--- config.mk ---
export PLATFORM = sky130hd
export DESIGN_NAME = mem_arbiter_flat
export DESIGN_NICKNAME = d
export VERILOG_FILES = /design/src/rtl/mem_arbiter_if.sv /design/src/rtl/mem_arbiter.sv /design/src/flat_wrapper.sv
export SDC_FILE = /design/constraint.sdc
export NUM_CORES = 1
export LEC_CHECK = 0
export BUFFER_PORTS_ARGS = -buffer_cell sky130_fd_sc_hd__buf_2
export CORE_AREA = 2 2 107 109
export DETAILED_ROUTE_END_ITERATION = 8
export DIE_AREA = 0 0 109 111
export PLACE_DENSITY_LB_ADDON = 0.3
export SLEW_MARGIN = 25
export SYNTH_ARGS = -nofsm -noshare
export SYNTH_HDL_FRONTEND = slang
export SYNTH_SLANG_ARGS = --single-unit
--- constraint.sdc ---
create_clock -name i_clk -period 1.4 [get_ports i_clk]
set_input_delay 0 -clock i_clk [delete_from_list [all_inputs] [get_ports i_clk]]
set_output_delay 0 -clock i_clk [all_outputs]
set_load 0.005 [all_outputs]
--- src/rtl/mem_arbiter_if.sv ---
// Bus bundle between the fetch port, the load/store port and the shared memory.
// The master modport is the arbiter's view; slave is the surrounding environment.
interface mem_arbiter_if #(
  parameter int ADDR_W = 32,
  parameter int DATA_W = 32
);
  logic                i_if_req;
  logic [ADDR_W-1:0]   i_if_addr;
  logic                i_if_flush;
  logic                o_if_ready;
  logic                o_if_rvalid;
  logic [DATA_W-1:0]   o_if_rdata;

  logic                i_d_req;
  logic                i_d_wen;
  logic [ADDR_W-1:0]   i_d_addr;
  logic [DATA_W-1:0]   i_d_wdata;
  logic [DATA_W/8-1:0] i_d_mask;
  logic                o_d_ready;
  logic                o_d_rvalid;
  logic [DATA_W-1:0]   o_d_rdata;

  logic                o_mem_req;
  logic                o_mem_wen;
  logic [ADDR_W-1:0]   o_mem_addr;
  logic [DATA_W-1:0]   o_mem_wdata;
  logic [DATA_W/8-1:0] o_mem_mask;
  logic                i_mem_ready;
  logic                i_mem_rvalid;
  logic [DATA_W-1:0]   i_mem_rdata;

  modport master (
    input  i_if_req, i_if_addr, i_if_flush,
    output o_if_ready, o_if_rvalid, o_if_rdata,
    input  i_d_req, i_d_wen, i_d_addr, i_d_wdata, i_d_mask,
    output o_d_ready, o_d_rvalid, o_d_rdata,
    output o_mem_req, o_mem_wen, o_mem_addr, o_mem_wdata, o_mem_mask,
    input  i_mem_ready, i_mem_rvalid, i_mem_rdata
  );

  modport slave (
    output i_if_req, i_if_addr, i_if_flush,
    input  o_if_ready, o_if_rvalid, o_if_rdata,
    output i_d_req, i_d_wen, i_d_addr, i_d_wdata, i_d_mask,
    input  o_d_ready, o_d_rvalid, o_d_rdata,
    input  o_mem_req, o_mem_wen, o_mem_addr, o_mem_wdata, o_mem_mask,
    output i_mem_ready, i_mem_rvalid, i_mem_rdata
  );
endinterface

--- src/rtl/mem_arbiter.sv ---
// Round-robin arbiter sharing one single-ported memory between instruction fetch
// and load/store, one transaction outstanding, with flush-killed fetch responses.
//
// state   | meaning
// IDLE    | no transaction outstanding, arbitrating and driving the winner to memory
// BUSY_IF | fetch accepted by memory, waiting for its response
// BUSY_D  | load/store accepted by memory, waiting for its response
module mem_arbiter #(
  parameter int ADDR_W = 32,
  parameter int DATA_W = 32
) (
  input  logic          i_clk,
  input  logic          i_rst_n,
  mem_arbiter_if.master bus
);
  localparam int MASK_W = DATA_W / 8;
  localparam logic GRANT_IF = 1'b0;
  localparam logic GRANT_D  = 1'b1;

  typedef enum logic [1:0] {
    IDLE    = 2'd0,
    BUSY_IF = 2'd1,
    BUSY_D  = 2'd2
  } state_t;

  state_t state, state_nxt;
  logic   last_grant;
  logic   drop;
  logic   if_elig;
  logic   win_if;
  logic   win_d;
  logic   mem_req;
  logic   hs;

  // A fetch being redirected this very cycle is not worth starting.
  assign if_elig = bus.i_if_req & ~bus.i_if_flush;
  assign win_d   = (state == IDLE) & bus.i_d_req & (~if_elig | (last_grant == GRANT_IF));
  assign win_if  = (state == IDLE) & if_elig & (~bus.i_d_req | (last_grant == GRANT_D));
  assign mem_req = i_rst_n & (win_if | win_d);
  assign hs      = mem_req & bus.i_mem_ready;

  always_ff @(posedge i_clk) begin
    if (!i_rst_n) begin
      state      <= IDLE;
      last_grant <= GRANT_IF;
      drop       <= 1'b0;
    end else begin
      state <= state_nxt;
      if (hs) begin
        last_grant <= win_d;
        drop       <= 1'b0;
      end else if ((state == BUSY_IF) && bus.i_if_flush) begin
        drop <= 1'b1;
      end
    end
  end

  always_comb begin
    state_nxt = state;
    case (state)
      IDLE:    if (hs) state_nxt = win_d ? BUSY_D : BUSY_IF;
      BUSY_IF: if (bus.i_mem_rvalid) state_nxt = IDLE;
      BUSY_D:  if (bus.i_mem_rvalid) state_nxt = IDLE;
      default: state_nxt = IDLE;
    endcase
  end

  always_comb begin
    bus.o_mem_req   = 1'b0;
    bus.o_mem_wen   = 1'b0;
    bus.o_mem_addr  = {ADDR_W{1'b0}};
    bus.o_mem_wdata = {DATA_W{1'b0}};
    bus.o_mem_mask  = {MASK_W{1'b0}};
    bus.o_if_ready  = 1'b0;
    bus.o_d_ready   = 1'b0;
    bus.o_if_rvalid = 1'b0;
    bus.o_d_rvalid  = 1'b0;
    bus.o_if_rdata  = {DATA_W{1'b0}};
    bus.o_d_rdata   = {DATA_W{1'b0}};
    if (i_rst_n) begin
      bus.o_mem_req  = mem_req;
      bus.o_if_ready = win_if & bus.i_mem_ready;
      bus.o_d_ready  = win_d & bus.i_mem_ready;
      if (win_d) begin
        bus.o_mem_wen   = bus.i_d_wen;
        bus.o_mem_addr  = bus.i_d_addr;
        bus.o_mem_wdata = bus.i_d_wdata;
        bus.o_mem_mask  = bus.i_d_mask;
      end else if (win_if) begin
        bus.o_mem_addr = bus.i_if_addr;
      end
      // A flush arriving with the response still kills it, hence the live flush term.
      bus.o_if_rvalid = (state == BUSY_IF) & bus.i_mem_rvalid & ~drop & ~bus.i_if_flush;
      bus.o_d_rvalid  = (state == BUSY_D) & bus.i_mem_rvalid;
      bus.o_if_rdata  = bus.i_mem_rdata;
      bus.o_d_rdata   = bus.i_mem_rdata;
    end
  end
endmodule

--- src/flat_wrapper.sv ---
// flat-port wrapper written by rule: the top's interface ports become plain ports
module mem_arbiter_flat 
#(
  parameter int ADDR_W = 32,
  parameter int DATA_W = 32
)
  (i_clk, i_rst_n, bus_i_if_req, bus_i_if_addr, bus_i_if_flush, bus_o_if_ready, bus_o_if_rvalid, bus_o_if_rdata, bus_i_d_req, bus_i_d_wen, bus_i_d_addr, bus_i_d_wdata, bus_i_d_mask, bus_o_d_ready, bus_o_d_rvalid, bus_o_d_rdata, bus_o_mem_req, bus_o_mem_wen, bus_o_mem_addr, bus_o_mem_wdata, bus_o_mem_mask, bus_i_mem_ready, bus_i_mem_rvalid, bus_i_mem_rdata);
  mem_arbiter_if #(.ADDR_W(ADDR_W), .DATA_W(DATA_W)) bus_i ();
  input  logic i_clk;
  input  logic i_rst_n;
  input wire logic [$bits(bus_i.i_if_req)-1:0] bus_i_if_req;
  input wire logic [$bits(bus_i.i_if_addr)-1:0] bus_i_if_addr;
  input wire logic [$bits(bus_i.i_if_flush)-1:0] bus_i_if_flush;
  output wire logic [$bits(bus_i.o_if_ready)-1:0] bus_o_if_ready;
  output wire logic [$bits(bus_i.o_if_rvalid)-1:0] bus_o_if_rvalid;
  output wire logic [$bits(bus_i.o_if_rdata)-1:0] bus_o_if_rdata;
  input wire logic [$bits(bus_i.i_d_req)-1:0] bus_i_d_req;
  input wire logic [$bits(bus_i.i_d_wen)-1:0] bus_i_d_wen;
  input wire logic [$bits(bus_i.i_d_addr)-1:0] bus_i_d_addr;
  input wire logic [$bits(bus_i.i_d_wdata)-1:0] bus_i_d_wdata;
  input wire logic [$bits(bus_i.i_d_mask)-1:0] bus_i_d_mask;
  output wire logic [$bits(bus_i.o_d_ready)-1:0] bus_o_d_ready;
  output wire logic [$bits(bus_i.o_d_rvalid)-1:0] bus_o_d_rvalid;
  output wire logic [$bits(bus_i.o_d_rdata)-1:0] bus_o_d_rdata;
  output wire logic [$bits(bus_i.o_mem_req)-1:0] bus_o_mem_req;
  output wire logic [$bits(bus_i.o_mem_wen)-1:0] bus_o_mem_wen;
  output wire logic [$bits(bus_i.o_mem_addr)-1:0] bus_o_mem_addr;
  output wire logic [$bits(bus_i.o_mem_wdata)-1:0] bus_o_mem_wdata;
  output wire logic [$bits(bus_i.o_mem_mask)-1:0] bus_o_mem_mask;
  input wire logic [$bits(bus_i.i_mem_ready)-1:0] bus_i_mem_ready;
  input wire logic [$bits(bus_i.i_mem_rvalid)-1:0] bus_i_mem_rvalid;
  input wire logic [$bits(bus_i.i_mem_rdata)-1:0] bus_i_mem_rdata;
  assign bus_i.i_if_req = bus_i_if_req;
  assign bus_i.i_if_addr = bus_i_if_addr;
  assign bus_i.i_if_flush = bus_i_if_flush;
  assign bus_o_if_ready = bus_i.o_if_ready;
  assign bus_o_if_rvalid = bus_i.o_if_rvalid;
  assign bus_o_if_rdata = bus_i.o_if_rdata;
  assign bus_i.i_d_req = bus_i_d_req;
  assign bus_i.i_d_wen = bus_i_d_wen;
  assign bus_i.i_d_addr = bus_i_d_addr;
  assign bus_i.i_d_wdata = bus_i_d_wdata;
  assign bus_i.i_d_mask = bus_i_d_mask;
  assign bus_o_d_ready = bus_i.o_d_ready;
  assign bus_o_d_rvalid = bus_i.o_d_rvalid;
  assign bus_o_d_rdata = bus_i.o_d_rdata;
  assign bus_o_mem_req = bus_i.o_mem_req;
  assign bus_o_mem_wen = bus_i.o_mem_wen;
  assign bus_o_mem_addr = bus_i.o_mem_addr;
  assign bus_o_mem_wdata = bus_i.o_mem_wdata;
  assign bus_o_mem_mask = bus_i.o_mem_mask;
  assign bus_i.i_mem_ready = bus_i_mem_ready;
  assign bus_i.i_mem_rvalid = bus_i_mem_rvalid;
  assign bus_i.i_mem_rdata = bus_i_mem_rdata;
  mem_arbiter #(.ADDR_W(ADDR_W), .DATA_W(DATA_W)) u_core (.i_clk(i_clk), .i_rst_n(i_rst_n), .bus(bus_i));
endmodule
======== Word level (Yosys, flattened, before mapping) ========
Index checks and enable logic that the tools add are counted.
cells by class
  mux-type cells .......................... 19
  bitwise logic cells ..................... 22
  reductions and logical operators ........ 5
  equal/unequal tests ..................... 4
operator list
  kind                  count
  $mux W32              6
  $and A1 B1 Y1         13
  $mux W4               2
  $mux W1               7
  $mux W2               3
  $not A1 Y1            6
  $ne A2 B1 Y1 const B  2
  $pmux W2 S2           1
  $reduce_or A2 Y1      2
  $or A1 B1 Y1          3
  $eq A2 B1 Y1 const B  1
  $eq A2 B2 Y1 const B  1
  $logic_not A2 Y1      1
  $reduce_and A2 Y1     1
  $logic_and A1 B1 Y1   1
storage, ports and cells
  flip-flop bits (word level) ............. 4
  word-level logic and storage cells ...... 53

======== Longest topological paths before layout ========
Gate-level depths: netlist of run 1.
  word-level depth ........................ 10
  gate-level depth with buffers ........... 6
  gate-level depth less buffers ........... 6

======== Least setup slack after synthesis of run 1 ========
No wires, ideal clock.
  path type ............................... flip-flop to flip-flop
  start ................................... reg u_core.state[0]
  end ..................................... reg u_core.last_grant
  slack ................................... 3 ps
  library setup time ...................... 118 ps
  buffers on the path ..................... 0
  arrival ................................. 1280 ps
  stages on the path, launching flop included .. 7
  period minus slack after synthesis ...... 1397 ps
  path through ............................ dfxtp_1 inv_1 ha_1 nand2_2 nor3b_4 and2_1 o2bb2ai_1
between the ends
  cells in the longest elaborated chain, start to end .. 6
  elaborated cells on any way between the ends .. 8
RTL lines
  element                                               line                                  RTL
  start: declaration                                    mem_arbiter.sv:26                     state_t state, state_nxt;
  start signal: assignment                              mem_arbiter.sv:48                     state <= state_nxt;
  $logic_not A2 Y1 (*)                                  mem_arbiter.sv:37, mem_arbiter.sv:38
  $and A1 B1 Y1, on equally long branches (2 in a row)  mem_arbiter.sv:38, mem_arbiter.sv:37
  $or A1 B1 Y1                                          mem_arbiter.sv:39                     assign mem_req = i_rst_n & (win_if | win_d);
  $and A1 B1 Y1                                         mem_arbiter.sv:39
  $and A1 B1 Y1                                         mem_arbiter.sv:40                     assign hs = mem_req & bus.i_mem_ready;
  end signal: assignment                                mem_arbiter.sv:50                     last_grant <= win_d;
  end: declaration                                      mem_arbiter.sv:27                     logic last_grant;
Every way passes the cells marked *; elsewhere a longest branch is shown, timed or not.
A chain may end at the register's enable or synchronous reset.

======== Final worst setup path of run 1 ========
  start ................................... reg u_core.state[1]
  end ..................................... out bus_o_mem_mask[1]
between the ends
  cells in the longest elaborated chain, start to end .. 5
RTL lines
  element                     line                RTL
  $logic_not A2 Y1            mem_arbiter.sv:37   assign win_d = (state == IDLE) & bus.i_d_req & (~if_elig | (last_grant == GRANT_IF));
  $and A1 B1 Y1 (2 in a row)  mem_arbiter.sv:37
  $mux W4                     mem_arbiter.sv:84   if (win_d) begin
  $mux W4                     mem_arbiter.sv:80   if (i_rst_n) begin
  end: declaration            flat_wrapper.sv:29  output wire logic [$bits(bus_i.o_mem_mask)-1:0] bus_o_mem_mask;
Every way passes these cells.

==> run_results.csv, run 1 <==
group,metric,value,unit
synthesis,synth-simple-area-share,42.44,%
sta,whs,0.06468,ns
worst_setup_path,critical_path_required,1.40,ns
power_and_ir_drop,p_sw_share,29.55,%
sta,setup-tns-final,-9.418,ns
layout,drive_above_1_share,79.95,%
worst_setup_path,end_kind,"primary output",
drt,wirelength,7905,um
synthesis,synth_area,1365,um^2
worst_setup_path,start_kind,"flop",
clock_network,clkSinkCount,4,
synthesis,synthDistinctLibCells,30,
global_route,grt_max_degree,39,
clock_network,htreeDepth,1,
synthesis,avgSynthCellArea,7.379,um^2
power_and_ir_drop,pwr-share-seq,7.9,%
global_route,antenna_found_initial,0,
layout,nets,589,
power_and_ir_drop,p_per_area,463.8,nW/um^2
status,status,"finished with violations",
synthesis,seq_area_frac_synth,5.866,%
clock_network,worstSkewPairLatency,0.23,ns
clock_network,numCtsBuffers,3,
drt,drt_iter0_markers,101,
sta,fin_ws,-0.1843,ns
clock_network,clockBufferDepth,2,
power_and_ir_drop,switchingPower,0.4801,mW
layout,utilization,31.63,%
global_route,grt_pass1_vias,2090,
drt,post_drt_wl_per_cell,13.47,um
floorplan,coreArea,11080,um^2
synthesis,synth_compound_area_share,24.20,%
floorplan,die_h,111,um
sta,finalHoldViolCount,0,
power_and_ir_drop,ir_drop,527.2,uV
floorplan,die_w,109,um
place,io_buffers,277,
layout,insertedDiodeCount,0,
sta,fmax,0.6312,GHz
place,dp_slack,-0.05958,ns
status,violations,"setup timing",
layout,final_cells,587,
worst_setup_path,arrival,1.58,ns
power_and_ir_drop,pwr-share-clk,27.5,%
place,post_dp_cell_area,2694,um^2
synthesis,synthCells,185,
clock_network,clk_pin_slew_worst_paths,0.03,ns
sta,drv_slew,0,
layout,syn2layout_area_growth,156.6,%
floorplan,start_util,12.32,%
power_and_ir_drop,power_frac_comb,64.6,%
place,place_congestion,0.7686,
drt,drt_pass1_iterations,4,
clock_network,ctsHoldBuffers,0,
synthesis,synth_top_family_by_area,"simple AND/OR/NAND/NOR gates",
drt,drc,0,
floorplan,io_pins,278,
synthesis,yosys.area_share.xor_xnor,0,%
hold_path,hold_path_class,"in2reg",
place,placed_cells,566,
drt,antenna_left,0,
synthesis,ys_seq_elements,4,
worst_setup_path,criticalPathCategory,"reg2out",
clock_network,cts_root_buf,"clkbuf_16",
power_and_ir_drop,leakagePower,2.021,nW
synthesis,yosys_warnings,0,
clock_network,cts_tree,"done",
drt,vias,2342,
global_route,grt_usage,10.08,%
global_route,overflow,0,
power_and_ir_drop,p_total,1.625,mW
synthesis,synth_fp_nets,328,
sta,setup_viol,72,
sta,slew_headroom,81.84,%
sta,tightest_slew,0.2724,ns
floorplan,die-area,12100,um^2
floorplan,row_count,39,
synthesis,synth_fa_ha_area_share,2.750,%
sta,post-route-min-period,1.584,ns
place,hpwl,5474,um
sta,rsz0062_at_grt,"true",
worst_setup_path,cp_max_fo,6,
sta,finalClockSkew,0.002594,ns
sta,fin_crit_sh,113.2,%
power_and_ir_drop,power.internal,1.145,mW
job,cap_violations,0,
synthesis,muxShareOfSynthArea,0,%
global_route,grt_pass1_wl,9742,um
drt,viasPerCell,3.990,
layout,final_cell_area,3503,um^2
[power groups by stage]
| stage | combinational (mW) | sequential (mW) | clock, mW |
|---|---|---|---|
| after CTS | 0.872 | 0.128 | 0.459 |
| after floorplan | 0.361 | 0.128 | 0 |
| after detailed placement | 0.742 | 0.128 | 0 |
| final | 1.05 | 0.128 | 0.447 |
| after global routing | 1.14 | 0.129 | 0.461 |
| after global placement | 0.740 | 0.128 | 0 |
[worst max-delay path, stage by stage, from the launching register on]
cell	delay [ns]
dfxtp_2	0.31
inv_2	0.07
ha_4	0.15
nand2_4	0.07
nor2_4	0.15
buf_12	0.14
buf_12	0.11
clkbuf_16	0.14
and2_4	0.14
buf_6	0.08
[cells by family after synthesis]
family          count (synthesis)
simple gates                   91
buf+inv                        49
compound gates                 38
flops                           4
fa+ha+maj                       3
[per-layer routing]
layer | wire length [um] | global-route usage (%) | vias to the layer above
li1 | - | - | 1120
met3 | 955 | 1.881 | 12
met2 | 4032 | 19.50 | 177
met5 | 0 | 0 | -
met1 | 2720 | 10.60 | 1033
met4 | 197 | 3.248 | 0
[sequential cells by signal (all words and copies together), names as in the netlist]
signal and cells:
u_core.drop 1, u_core.last_grant 1, u_core.state 2
[repair_timing]
action,in CTS,in global routing
buffers inserted,8,1
setup endpoints to repair,73,74
pin swaps,9,41
gates cloned,5,5
gates resized for setup,17,76
[cell usage after synthesis]
| cell type | instances | area (um^2) |
|---|---|---|
| and2_1 | 71 | 444.2 |
| buf_4 | 33 | 247.7 |
| a22o_1 | 32 | 280.3 |
| clkbuf_1 | 4 | 15.01 |
| clkbuf_2 | 4 | 20.02 |
| dfxtp_1 | 4 | 80.08 |
| nor2_1 | 4 | 15.01 |
| buf_6 | 3 | 33.78 |
| ha_1 | 3 | 37.54 |
| inv_1 | 3 | 11.26 |
| nand2_1 | 3 | 11.26 |
| buf_2 | 2 | 10.01 |
| nor2b_1 | 2 | 12.51 |
| a21oi_1 | 1 | 5.000 |
| a22oi_1 | 1 | 7.510 |
| a32oi_1 | 1 | 8.760 |
| and2b_1 | 1 | 7.510 |
| and3_1 | 1 | 6.260 |
| nand2_2 | 1 | 6.260 |
| nand2b_1 | 1 | 6.260 |
| nand3b_1 | 1 | 7.510 |
| nand4b_1 | 1 | 8.760 |
| nor2_4 | 1 | 11.26 |
| nor2b_2 | 1 | 8.760 |
| nor3b_1 | 1 | 7.510 |
| nor3b_4 | 1 | 18.77 |
| o2111a_1 | 1 | 11.26 |
| o221ai_1 | 1 | 8.760 |
| o2bb2ai_1 | 1 | 8.760 |
| or2b_1 | 1 | 7.510 |
[path summary, 6_finish.rpt]
check,start,endpoint,slack (ns),cells after the start
min,bus_i_mem_ready,u_core.last_grant$_SDFFE_PN0P_,0.06,2
max reg2reg,u_core.state[0]$_SDFFE_PN0P_,u_core.last_grant$_SDFFE_PN0P_,-0.02,9
max,u_core.state[1]$_SDFFE_PN0P_,bus_o_mem_mask[1],-0.18,9
min reg2reg,u_core.last_grant$_SDFFE_PN0P_,u_core.last_grant$_SDFFE_PN0P_,0.48,2
[placed cells by master (no fill, tap or decap), types with 2 or more instances in the layout]
| master | instances |
|---|---|
| dfxtp_2 | 2 |
| nor2_1 | 4 |
| buf_12 | 7 |
| and2_1 | 33 |
| buf_6 | 39 |
| dfxtp_1 | 2 |
| ha_1 | 2 |
| a22o_1 | 32 |
| clkbuf_16 | 7 |
| nand2_1 | 2 |
| and2_4 | 38 |
| buf_16 | 5 |
| buf_2 | 239 |
| nor2b_1 | 2 |
| inv_2 | 2 |
| buf_4 | 7 |
[area by class of cell]
type / count / area [um^2]
fillers: 1147 / 7574
repair buffers: 302 / 2081
multi-input cells: 132 / 1075
well taps: 143 / 178.9
flip-flops and latches: 4 / 82.58
clock buffers: 3 / 75.07
inverters: 3 / 11.26
Power figures use the tool's default switching activity.
==> inputs of run 2 (changes only) <==
--- a/config.mk
+++ b/config.mk
@@ -5,10 +5,11 @@
 export SDC_FILE = /design/constraint.sdc
 export NUM_CORES = 1
 export LEC_CHECK = 0
+export ABC_AREA = 1
 export BUFFER_PORTS_ARGS = -buffer_cell sky130_fd_sc_hd__buf_2
-export CORE_AREA = 2 2 107 109
+export CORE_AREA = 2 2 109 111
 export DETAILED_ROUTE_END_ITERATION = 8
-export DIE_AREA = 0 0 109 111
+export DIE_AREA = 0 0 111 113
 export PLACE_DENSITY_LB_ADDON = 0.3
 export SLEW_MARGIN = 25
 export SYNTH_ARGS = -nofsm -noshare
==> run_results.csv, run 2 <==
group,metric,value,unit
power_and_ir_drop,p_per_area,939.6,nW/um^2
synthesis,yosys.area_share.xor_xnor,0,%
drt,post_drt_wl_per_cell,12.53,um
layout,layout_common_cells,"buf_2 (272), inv_1 (38), nand2_1 (38), nand2_4 (29), nor2_2 (25)",
layout,regArea,82.58,um^2
layout,multi_input_area,1295,um^2
sta,fmax,0.6250,GHz
worst_setup_path,r2r_cells,11,
power_and_ir_drop,p_total,3.419,mW
layout,nets,677,
synthesis,synth_area,1692,um^2
drt,wirelength,8461,um
clock_network,ctsHoldBuffers,0,
clock_network,clkSinkCount,4,
layout,final_cell_area,3638,um^2
worst_setup_path,worst_path_most_repeated_cell,"buf_6",
synthesis,seq_area_frac_synth,4.734,%
worst_setup_path,cp_slowest_cell,"dfxtp_2",
global_route,grt_max_degree,40,
worst_setup_path,critical_path_required,1.40,ns
synthesis,synth_top_area_share,15.09,%
clock_network,worstSkewPairLatency,0.22,ns
worst_setup_path,cp_num_cells,9,
worst_setup_path,end_kind,"primary output",
worst_setup_path,slowest_delay,0.32,ns
power_and_ir_drop,leakagePower,2.437,nW
floorplan,start_util,15.01,%
place,placed_cells,651,
layout,syn2layout_area_growth,115.1,%
sta,fin_ws,-0.2000,ns
synthesis,synth_ff_type,"dfxtp_1",
floorplan,coreArea,11270,um^2
synthesis,synth_fa_ha_area_share,2.219,%
floorplan,die_h,113,um
floorplan,row_count,39,
sta,slew_headroom,65.30,%
status,status,"finished with violations",
worst_setup_path,cp_max_fo,8,
global_route,antenna_found_initial,0,
place,dp_slack,-0.3602,ns
layout,utilization,32.28,%
layout,insertedDiodeCount,0,
power_and_ir_drop,ir_drop,465.6,uV
hold_path,min_path_cells,3,
synthesis,synthDistinctLibCells,27,
clock_network,cts_tree,"done",
synthesis,synth_edf_count,0,
synthesis,synth_compound_area_share,19.67,%
sta,setup_viol,72,
synthesis,ys_seq_elements,4,
place,hpwl,6150,um
layout,fillers,1200,
floorplan,die-area,12540,um^2
clock_network,cts_root_buf,"clkbuf_16",
worst_setup_path,criticalPathCategory,"reg2out",
worst_setup_path,crit_chain,"inv_2 -> ha_4 -> buf_6 -> nand2_4 -> a21oi_4 -> buf_12 -> buf_16 -> or2_4 -> buf_6",
synthesis,muxShareOfSynthArea,0,%
synthesis,synthTopCellsByArea,"buf_4 (15%), nand2_1 (12%), a22o_2 (10%)",
global_route,grt_usage,12.01,%
synthesis,synth_fp_nets,413,
sta,setup-tns-final,-9.637,ns
place,io_buffers,277,
synthesis,synthArstFlopShare,0,%
layout,regMostFlops,"u_core.state",
floorplan,die_w,111,um
synthesis,synth_top_family_by_area,"simple AND/OR/NAND/NOR gates",
sta,tightest_slew,0.5205,ns
clock_network,clk_pin_slew_worst_paths,0.03,ns
floorplan,io_pins,278,
synthesis,synth-simple-area-share,38.83,%
hold_path,hold_path_class,"in2reg",
sta,finalHoldViolCount,0,
clock_network,numCtsBuffers,3,
global_route,grt_pass1_wl,12230,um
layout,largest_reg_flops,2,
drt,vias,2697,
worst_setup_path,arrival,1.60,ns
clock_network,htreeDepth,1,
place,post_dp_cell_area,2965,um^2
status,violations,"setup timing",
sta,post-route-min-period,1.600,ns
layout,drive_above_1_share,77.82,%
sta,whs,0.1495,ns
global_route,grt_pass1_vias,2559,
layout,final_cells,675,
synthesis,synthMostInstantiatedCell,"nand2_1",
drt,drc,0,
synthesis,ys_top_cells_by_count,"nand2_1 (56), inv_1 (41), buf_4 (34)",
sta,finalClockSkew,0.0003853,ns
synthesis,synthCells,270,
place,place_congestion,0.8040,
drt,drt_iter0_markers,62,
layout,final_common_cell,"buf_2",
sta,drv_slew,0,
synthesis,yosys_warnings,0,
synthesis,synth_top_cell_by_area,"buf_4",
worst_setup_path,cp_num_buf_inv,5,
worst_setup_path,crit_family,"buffers and inverters",
sta,fin_crit_sh,114.3,%
global_route,overflow,0,
synthesis,avgSynthCellArea,6.265,um^2
sta,rsz0062_at_grt,"true",
job,cap_violations,0,
drt,drt_pass1_iterations,4,
layout,reg_top3,"u_core.state (2), u_core.drop (1), u_core.last_grant (1)",
worst_setup_path,start_kind,"flop",
drt,antenna_left,0,
clock_network,clockBufferDepth,2,
drt,viasPerCell,3.996,
[run 2: cell types whose count changed after synthesis, sizes merged, moves of 3 or more]
cell    delta
and2      -71
a21oi      +3
inv       +41
buf        +7
nor2b      -3
nand2     +76
nor2      +38
nand3      +5
clkbuf     -3
[run 2: final cells by class]
cell class	count	share of cell area, %
tap	143	4.917
timing repair buffer	308	50.03
sequential	4	2.270
multi-input combinational	172	35.59
inverter	45	5.124
clock buffer	3	2.063
[run 2: where the power goes]
group          switching (mW)  total [mW]  internal, mW
Combinational            1.33        2.80          1.47
Clock                  0.0771       0.442         0.365
Sequential             0.0223       0.176         0.153
Total                    1.43        3.42          1.98
[run 2: path summary, 6_finish.rpt]
| path | start | endpoint | slack, ns |
|---|---|---|---|
| setup / recovery | u_core.state[0]$_SDFFE_PN0P_ | bus_o_mem_req | -0.20 |
| hold / removal | bus_i_if_flush | u_core.drop$_SDFFE_PP0P_ | 0.15 |
| setup reg to reg | u_core.state[1]$_SDFFE_PN0P_ | u_core.state[1]$_SDFFE_PN0P_ | -0.02 |
| hold reg to reg | u_core.drop$_SDFFE_PP0P_ | u_core.drop$_SDFFE_PP0P_ | 0.54 |
[run 2: timing repair]
item	4_1_cts	5_1_grt
setup endpoints to repair	71	72
setup buffers	12	7
cloned	7	0
resized for setup	61	31
endpoints found under the hold margin	0	0
pin swaps	5	5
[run 2: worst reg2reg max path: stages, from the launching register on]
cell and delay (ns):
dfxtp_2 0.31, inv_2 0.08, ha_4 0.16, buf_6 0.11, nand2_4 0.05, buf_4 0.14, inv_4 0.05, nand3_4 0.10
nand3_4 0.11, nand2_4 0.06, nor2_2 0.10, nor2_1 0.05
[run 2: per-layer routing]
layer  routed length [um]  GRT usage, %  share of wire (%)
met3                  774         2.999                9.1
met1                 2703         11.41                 32
met5                    0             0                  0
met4                   53         1.667               0.63
met2                 4929         25.97                 58
[run 2: logic make-up after synthesis]
logic type                 Yosys count
and+or+nand+nor                    132
AOI/OAI and AO/OA                   36
DFF                                  4
buffers and inverters               95
adders and majority gates            3
==> inputs of run 3 (changes only) <==
==> constraint.sdc (replaced) <==
create_clock -name i_clk -period 1.9 [get_ports i_clk]
set_input_delay 0 -clock i_clk [delete_from_list [all_inputs] [get_ports i_clk]]
set_output_delay 0 -clock i_clk [all_outputs]
set_load 0.005 [all_outputs]
==> run_results.csv, run 3 (synthesis gave the netlist of run 2 again) <==
group,metric,value,unit
global_route,grt_usage,10.71,%
worst_setup_path,start_kind,"flop",
floorplan,die_h,113,um
drt,post_drt_wl_per_cell,11.29,um
layout,utilization,26.80,%
job,cap_violations,0,
floorplan,start_util,15.01,%
layout,syn2layout_area_growth,78.55,%
worst_setup_path,criticalPathCategory,"reg2out",
sta,setup_viol,0,
drt,viasPerCell,3.874,
drt,drt_pass1_iterations,4,
layout,largest_reg_flops,2,
layout,final_cells,649,
clock_network,cts_tree,"done",
power_and_ir_drop,p_total,1.704,mW
clock_network,clockBufferDepth,2,
clock_network,clkSinkCount,4,
sta,fin_crit_sh,91.86,%
floorplan,coreArea,11270,um^2
layout,final_common_cell,"buf_2",
worst_setup_path,r2r_cells,8,
worst_setup_path,setup.worst_path.end,"bus_o_mem_req",
drt,drc,0,
layout,insertedDiodeCount,0,
global_route,antenna_found_initial,0,
hold_path,hold_path_class,"in2reg",
place,hpwl,6035,um
drt,antenna_left,0,
floorplan,die_w,111,um
sta,finalClockSkew,0.002290,ns
drt,drt_iter0_markers,67,
layout,drive_above_1_share,70.75,%
clock_network,worstSkewPairLatency,0.22,ns
drt,wirelength,7329,um
place,place_congestion,0.7733,
global_route,overflow,0,
clock_network,cts_root_buf,"clkbuf_16",
layout,layout_common_cells,"buf_2 (277), nand2_1 (56), inv_1 (41), nand2_2 (23), nor2_1 (22)",
sta,drv_slew,0,
global_route,grt_max_degree,40,
floorplan,row_count,39,
global_route,grt_pass1_wl,10960,um
sta,rsz0062_at_grt,"false",
layout,nets,651,
drt,vias,2514,
worst_setup_path,r2r-end,"u_core.state[1]$_SDFFE_PN0P_",
power_and_ir_drop,ir_drop,296.3,uV
layout,reg_top3,"u_core.state (2), u_core.drop (1), u_core.last_grant (1)",
place,placed_cells,643,
worst_setup_path,r2r_setup_slack,0.49,ns
worst_setup_path,arrival,1.75,ns
place,io_buffers,277,
sta,setup-tns-final,0,ns
worst_setup_path,cp_max_fo,16,
worst_setup_path,r2r_start,"u_core.state[1]$_SDFFE_PN0P_",
power_and_ir_drop,p_per_area,564.1,nW/um^2
status,status,"finished, final reports clean",
clock_network,clk_pin_slew_worst_paths,0.03,ns
sta,fmax,0.5730,GHz
clock_network,htreeDepth,1,
floorplan,die-area,12540,um^2
worst_setup_path,end_kind,"primary output",
layout,regMostFlops,"u_core.state",
sta,slew_headroom,67.93,%
clock_network,numCtsBuffers,3,
power_and_ir_drop,leakagePower,2.085,nW
worst_setup_path,crit_start,"u_core.state[0]$_SDFFE_PN0P_",
floorplan,io_pins,278,
sta,tightest_slew,0.4810,ns
sta,post-route-min-period,1.745,ns
global_route,grt_pass1_vias,2334,
worst_setup_path,critical_path_required,1.90,ns
sta,finalHoldViolCount,0,
-- run 3: layout make-up --
type / instances / area (um^2)
tap: 143 / 178.9
multi-input combinational: 172 / 1050
clock buffer: 3 / 75.07
sequential: 4 / 80.08
inverter: 45 / 175.2
fill: 1219 / 8252
timing repair buffer: 282 / 1461
-- run 3: metal layers --
| layer | up-vias | global-route usage, % | wire [um] |
|---|---|---|---|
| li1 | 1271 | - | - |
| met1 | 1074 | 10.76 | 2420 |
| met2 | 165 | 21.88 | 4090 |
| met3 | 4 | 2.839 | 761 |
| met4 | 0 | 2.333 | 56 |
| met5 | - | 0 | 0 |
-- run 3: worst min path at each step --
stage                        start                       end  slack, ns  depth (start not counted)
2_1_floorplan       bus_i_if_flush           bus_o_if_rvalid       0.04                          1
3_3_place_gp   bus_i_mem_rdata[19]        bus_o_if_rdata[19]       0.26                          4
3_5_place_dp    bus_i_mem_rdata[8]         bus_o_if_rdata[8]       0.27                          4
4_1_cts             bus_i_if_flush  u_core.drop$_SDFFE_PP0P_       0.14                          3
5_1_grt             bus_i_if_flush  u_core.drop$_SDFFE_PP0P_       0.17                          3
6_report            bus_i_if_flush  u_core.drop$_SDFFE_PP0P_       0.14                          3
-- run 3: repair_timing --
action / in CTS / in global routing
setup endpoints to repair: 33 / 50
gates resized for setup: 1 / 3
buffers inserted: 1 / 1
hold endpoints to repair: 0 / 0
hold buffers: 0 / 0
gates cloned: 1 / 0
pin swaps: 1 / 1
-- run 3: worst max-delay path: stages (launching register included) --
cell,delay [ns]
dfxtp_1,0.35
inv_1,0.07
ha_2,0.22
nand2_2,0.07
clkinv_2,0.09
nand2_8,0.12
nor2_4,0.04
buf_12,0.15
or2_2,0.28
buf_2,0.13
-- run 3: stage by stage --
| step | setup slack (ns) | area (um^2) | hold WS [ns] |
|---|---|---|---|
| after detailed placement | 0.02276 | 2880 | 0.2674 |
| after global routing | 0.05656 | 3020 | 0.1698 |
| after floorplan | 0.6163 | 1692 | 0.03533 |
| after global placement | 0.1364 | 2880 | 0.2623 |
| final | 0.1548 | 3020 | 0.1358 |
| after CTS | 0.02254 | 2987 | 0.1386 |
-- run 3: report_power, final --
part	leakage (nW)	internal [mW]	switching [mW]
clock	0.0370	0.268	0.0557
combinational	2.02	0.582	0.672
sequential	0.0328	0.109	0.0164
total	2.09	0.959	0.744
